==> config.mk <==
export PLATFORM = sky130hd
export DESIGN_NAME = lwr_row_streamer
export DESIGN_NICKNAME = d
export VERILOG_FILES = /design/src/rtl/lwr_row_streamer.sv
export SDC_FILE = /design/constraint.sdc
export NUM_CORES = 1
export LEC_CHECK = 0
export ABC_AREA = 1
export CORE_ASPECT_RATIO = 1.25
export CORE_MARGIN = 5
export CORE_UTILIZATION = 45
export CTS_CLUSTER_SIZE = 20
export DETAILED_ROUTE_END_ITERATION = 7
export GPL_TIMING_DRIVEN = 0
export PLACE_DENSITY_LB_ADDON = 0.2
export SLEW_MARGIN = 20
export SYNTH_ARGS = -nofsm -noshare
export SYNTH_HDL_FRONTEND = slang
export SYNTH_SLANG_ARGS = --single-unit
==> constraint.sdc <==
create_clock -name clk -period 3.2 [get_ports clk]
set_input_delay 0.64 -clock clk [delete_from_list [all_inputs] [get_ports clk]]
set_output_delay 0.64 -clock clk [all_outputs]
set_load 0.01 [all_outputs]
==> src/rtl/lwr_row_streamer.sv <==
// Streams one public-matrix row from a synchronous RAM as a_in/a_valid/a_last,
// pairing every element with its secret-key bit for the dot-product accumulator.
module lwr_row_streamer #(
   parameter int unsigned N_LWR      = 445,
   parameter int unsigned ELEM_WIDTH = 12,
   parameter int unsigned ADDR_WIDTH = 16
) (
   input  logic                  clk,
   input  logic                  rst_n,
   input  logic                  start,
   input  logic [ADDR_WIDTH-1:0] base_addr,
   input  logic [N_LWR-1:0]      key,
   input  logic                  pause,
   output logic                  mem_en,
   output logic [ADDR_WIDTH-1:0] mem_addr,
   input  logic [ELEM_WIDTH-1:0] mem_rdata,
   output logic [ELEM_WIDTH-1:0] a_in,
   output logic                  a_valid,
   output logic                  a_last,
   output logic                  key_bit,
   output logic                  busy,
   output logic                  done
);

   localparam int unsigned CNT_W = $clog2(N_LWR + 1);
   localparam logic [CNT_W-1:0] LAST_IDX = CNT_W'(N_LWR - 1);

   typedef enum logic [1:0] {
      S_IDLE,
      S_ISSUE,
      S_DRAIN
   } state_t;

   state_t                  state, state_d;
   logic [N_LWR-1:0]        key_r;
   logic [ADDR_WIDTH-1:0]   addr_r;
   logic [CNT_W-1:0]        rd_idx, rd_idx_d;
   logic [CNT_W-1:0]        issue_idx;
   logic [CNT_W-1:0]        mem_idx;
   logic [CNT_W-1:0]        idx_d1;
   logic                    en_d1;
   logic                    issue_c;
   logic                    accept_c;
   logic                    done_c;
   logic [ADDR_WIDTH-1:0]   issue_base;

   // State register
   always_ff @(posedge clk or negedge rst_n) begin
      if (!rst_n) state <= S_IDLE;
      else        state <= state_d;
   end

   // Next-state and issue decisions; the accepting cycle already issues element 0
   always_comb begin
      state_d   = state;
      issue_c   = 1'b0;
      accept_c  = 1'b0;
      issue_idx = rd_idx;
      rd_idx_d  = rd_idx;
      done_c    = 1'b0;
      case (state)
         S_IDLE: begin
            if (start) begin
               accept_c  = 1'b1;
               issue_idx = '0;
               rd_idx_d  = '0;
               state_d   = S_ISSUE;
               if (!pause) begin
                  issue_c  = 1'b1;
                  rd_idx_d = CNT_W'(1);
                  if (issue_idx == LAST_IDX) state_d = S_DRAIN;
               end
            end
         end
         S_ISSUE: begin
            if (!pause) begin
               issue_c  = 1'b1;
               rd_idx_d = rd_idx + CNT_W'(1);
               if (rd_idx == LAST_IDX) state_d = S_DRAIN;
            end
         end
         S_DRAIN: begin
            if (a_valid && a_last) begin
               done_c  = 1'b1;
               state_d = S_IDLE;
            end
         end
         default: state_d = S_IDLE;
      endcase
   end

   assign issue_base = accept_c ? base_addr : addr_r;

   // Issue side: latched request, read counter and registered RAM port
   always_ff @(posedge clk or negedge rst_n) begin
      if (!rst_n) begin
         addr_r   <= '0;
         rd_idx   <= '0;
         mem_en   <= 1'b0;
         mem_addr <= '0;
         mem_idx  <= '0;
         busy     <= 1'b0;
         done     <= 1'b0;
      end else begin
         if (accept_c) addr_r <= base_addr;
         rd_idx   <= rd_idx_d;
         mem_en   <= issue_c;
         if (issue_c) begin
            mem_addr <= issue_base + ADDR_WIDTH'(issue_idx);
            mem_idx  <= issue_idx;
         end
         busy     <= (state_d != S_IDLE);
         done     <= done_c;
      end
   end

   // Return side: elements leave in issue order, so the key is consumed LSB first
   always_ff @(posedge clk or negedge rst_n) begin
      if (!rst_n) begin
         key_r   <= '0;
         en_d1   <= 1'b0;
         idx_d1  <= '0;
         a_in    <= '0;
         a_valid <= 1'b0;
         a_last  <= 1'b0;
         key_bit <= 1'b0;
      end else begin
         en_d1  <= mem_en;
         idx_d1 <= mem_idx;
         if (accept_c) begin
            key_r <= key;
         end else if (en_d1) begin
            key_r <= key_r >> 1;
         end
         if (en_d1) begin
            a_in    <= mem_rdata;
            a_valid <= 1'b1;
            a_last  <= (idx_d1 == LAST_IDX);
            key_bit <= key_r[0];
         end else begin
            a_valid <= 1'b0;
            a_last  <= 1'b0;
            key_bit <= 1'b0;
         end
      end
   end

endmodule

==> impl_metrics.ini <==
[status]
status = completed

[placement]
pre_cts_slack_ps = -236.2
dp_hpwl_microns = 54980
placed_cells = 4061
gp_congestion = 0.9200
port_buffers = 509

[clock_tree]
root_buffer = clkbuf_16
cts_max_path_buffers = 3
numCtsBuffers = 54
clock_sinks = 525
clkSlewWorstSetupHoldPaths_ps = 60
clock_latency_ps = 590
holdBufCountCts = 0
h-tree-depth = 2
cts_tree = built

[timing]
final-setup-viol-count = 0
finalHoldViolCount = 0
fin_crit_sh_pct = 91.70
final_max_slew_viol_count = 0
worstMarginPinSlew_ps = 711.1
fmax_mhz = 340.8
finalClockSkew_ps = 20.43
rsz0062_at_grt = no
period_needed_ps = 2934
slew_headroom_pct = 52.60
setup_slack_ps = 265.6
hold_slack_ps = 55.63

[worst_setup_path]
cp_common_cell = nand2_1
crit_family = simple AND/OR/NAND/NOR gates
cp_slowest_cell = clkbuf_1
critPathCaptureType = flop
slowest_delay_ps = 450
path_max_fanout = 10
cp_num_buf_inv = 3
timing.rr.start = state[0]
cp-start-kind = flop
crit_chain = nor2_4 > nand2_4 > inv_1 > clkbuf_1 > nand2_1 > nand2_1 > ha_1 > nand2_1 > inv_1 > a21oi_1 > nand3_1 > xor2_1 > o21ai_0
r2r_cells = 13
reg2reg_slack_ps = 270
crit_type = reg2reg
arrival_ps = 3420
r2r-end = mem_addr[9]
cp.required_ps = 3690

[logic_synthesis]
synth_commonest_cells = nand2_1, dfrtp_1, nor2_1, a31oi_1, clkbuf_1
yosysWarnings = 0
yosys.area_share.simple_pct = 25.92
async_flop_share_pct = 100.0
yosysMostFrequentCell = nand2_1
syn-cell-area_sq_um = 23740
synth_flop_cell = dfrtp_1
yosysSeqAreaShare_pct = 55.35
syn_area_per_cell_sq_um = 8.256
ys_ff_latch = 525
synth_area_leader_cell = dfrtp_1
synth_top_family_by_area = simple AND/OR/NAND/NOR gates
synthTopCellsByArea = dfrtp_1, nand2_1, a31oi_1
synth-edff-count = 0
yosys-mux-area-fraction_pct = 0
synthAdderAreaFrac_pct = 0.7169
synth_top_area_share_pct = 55.35
synthCells = 2875
synth_cell_types = 33
syn_nets = 3365
synth_compound_area_share_pct = 12.37
synth_xor_area_share_pct = 0.2583

[grt]
first_global_vias = 22600
grt_pass1_wl_microns = 117300
overflow = 0
grt_max_degree = 101
antenna_found_initial = 42
grtUsageTotal_pct = 24.97

[die]
core_sq_um = 52460
initial_core_util_pct = 45.25
rows = 94
io_pins = 511
die_w_microns = 215.4
dieHeight_microns = 266.8
die_area_sq_um = 57470

[pwr]
total_power_mw = 18.25
switchingPower_mw = 4.894
peakVddDrop_uv = 450.2
combPwrFrac_pct = 17.1
internal_power_mw = 13.36
seq_power_share_pct = 46.5
power.density_nw_per_um2 = 573.9
swShare_pct = 26.82
leakagePower_nw = 14.27
p_clk_share_pct = 36.4

[routing]
wirelength_microns = 74020
avgRoutedWirePerCell_microns = 17.64
antenna_left = 0
via_count = 22350
drt_iter0_drc = 1985
drc_errors = 0
drtPass1Iterations = 6
via_per_inst = 5.327

[final_layout]
fill_cells = 4561
fin_nets = 3937
stdcell_count = 4195
syn_to_final_growth_pct = 33.97
final_layout_size_suffix_gt1_share_pct = 5.958
fin_util_pct = 60.62

[job]
maxCapViolCount = 0

[worst_hold_path]
hp-class = in2async
[worst register-to-register path, cell delays in order (launching register included)]
cell and delay (ps):
dfrtp_1 410, nor2_4 160, nand2_4 100, inv_1 120, clkbuf_1 450, nand2_1 130, nand2_1 110, ha_1 290
nand2_1 160, inv_1 70, a21oi_1 190, nand3_1 250, xor2_1 230, o21ai_0 190
[routing by layer]
metal | global-route usage (%) | vias to the layer above | wire (microns)
li1 | - | 10650 | -
met5 | 0 | - | 163
met4 | 10.54 | 24 | 2914
met2 | 41.93 | 751 | 36040
met3 | 7.011 | 170 | 5438
met1 | 30.46 | 10750 | 29460
[cell families after synthesis]
| group | after synthesis |
|---|---|
| adder cells (fa/ha/maj) | 13 |
| XOR/XNOR | 7 |
| AO/OA/AOI/OAI | 474 |
| AND/OR/NAND/NOR | 1603 |
| flip-flops | 525 |
| buffers and inverters | 253 |
[stage by stage]
stage,cell area [sq um],setup TNS [ps]
after global routing,31780,0
after CTS,31710,0
after global placement,29670,-
after floorplan,23740,0
after detailed placement,29810,-1642
final,31800,0
[layout by cell type (no fill, tap or decap), types with 2 or more instances in the layout]
cell             synthesis  routed
o22ai_1                  2       2
a31oi_1                445     445
clkbuf_16                0      57
buf_16                   0       5
clkinv_2                 0      11
buf_2                   51      51
nand2_2                  2       2
o21ai_0                 15      15
dfrtp_1                525     525
nand2_4                  2       2
nand3b_1                 2       2
or2_2                    3       3
ha_1                    12      11
nor2_2                   4       4
nand4_1                  6       6
clkinvlp_4               0       5
clkbuf_8                 0      10
nor2_1                 466     466
nor3_1                   4       4
inv_1                   42      42
buf_6                   30      28
bufinv_16                0       6
nand3_1                 36      36
a21oi_1                 10      10
xnor2_1                  4       4
nand2_1               1073    1073
clkbuf_1               111     120
clkdlybuf4s50_1          0     508
buf_8                    0       2
diode_2                  0      32
buf_1                    7       7
buf_4                   11      14
xor2_1                   3       3
[power groups by stage]
stage | registers, mW | clock network (mW) | logic [mW]
4_1_cts | 8.47 | 6.78 | 3.14
3_3_place_gp | 8.56 | 0 | 2.98
5_1_grt | 8.63 | 7.07 | 3.49
2_1_floorplan | 8.45 | 0 | 1.69
3_5_place_dp | 8.57 | 0 | 3.10
6_report | 8.49 | 6.64 | 3.12
[area by class of cell]
class,instances,area [sq um],area share [%]
inverters,43,161.4,0.5076
well taps,672,840.8,2.644
multi-input cells,2097,9321,29.31
clock buffers,76,1598,5.024
clock inverters,24,290.3,0.9128
diodes,32,80.08,0.2518
flip-flops and latches,525,13140,41.31
plain buffers,209,1111,3.494
repair buffers,517,5260,16.54
[worst max-delay path by stage]
| stage | start | end | slack [ps] | depth (start not counted) |
|---|---|---|---|---|
| 3_5_place_dp | start | mem_addr[14] | -240 | 19 |
| 4_1_cts | state[0] | mem_addr[14] | 80 | 19 |
| 2_1_floorplan | start | mem_addr[14] | 290 | 19 |
| 6_report | state[0] | mem_addr[9] | 270 | 13 |
| 5_1_grt | state[0] | mem_addr[9] | 80 | 13 |
| 3_3_place_gp | rst_n | key_r[94] | -21140 | 1 |
[state kept, by name, summed over array words and instances (netlist names), 2 cells and up]
register / flops
a_in: 12
key_r: 445
state: 2
addr_r: 16
mem_idx: 9
idx_d1: 9
rd_idx: 9
mem_addr: 16
[repair_timing]
action	CTS	global route
buffers inserted	1	2
pin swaps	1	1
setup endpoints to repair	5	6
resized for setup	0	2
No activity file was read; power rests on OpenSTA's default activity.
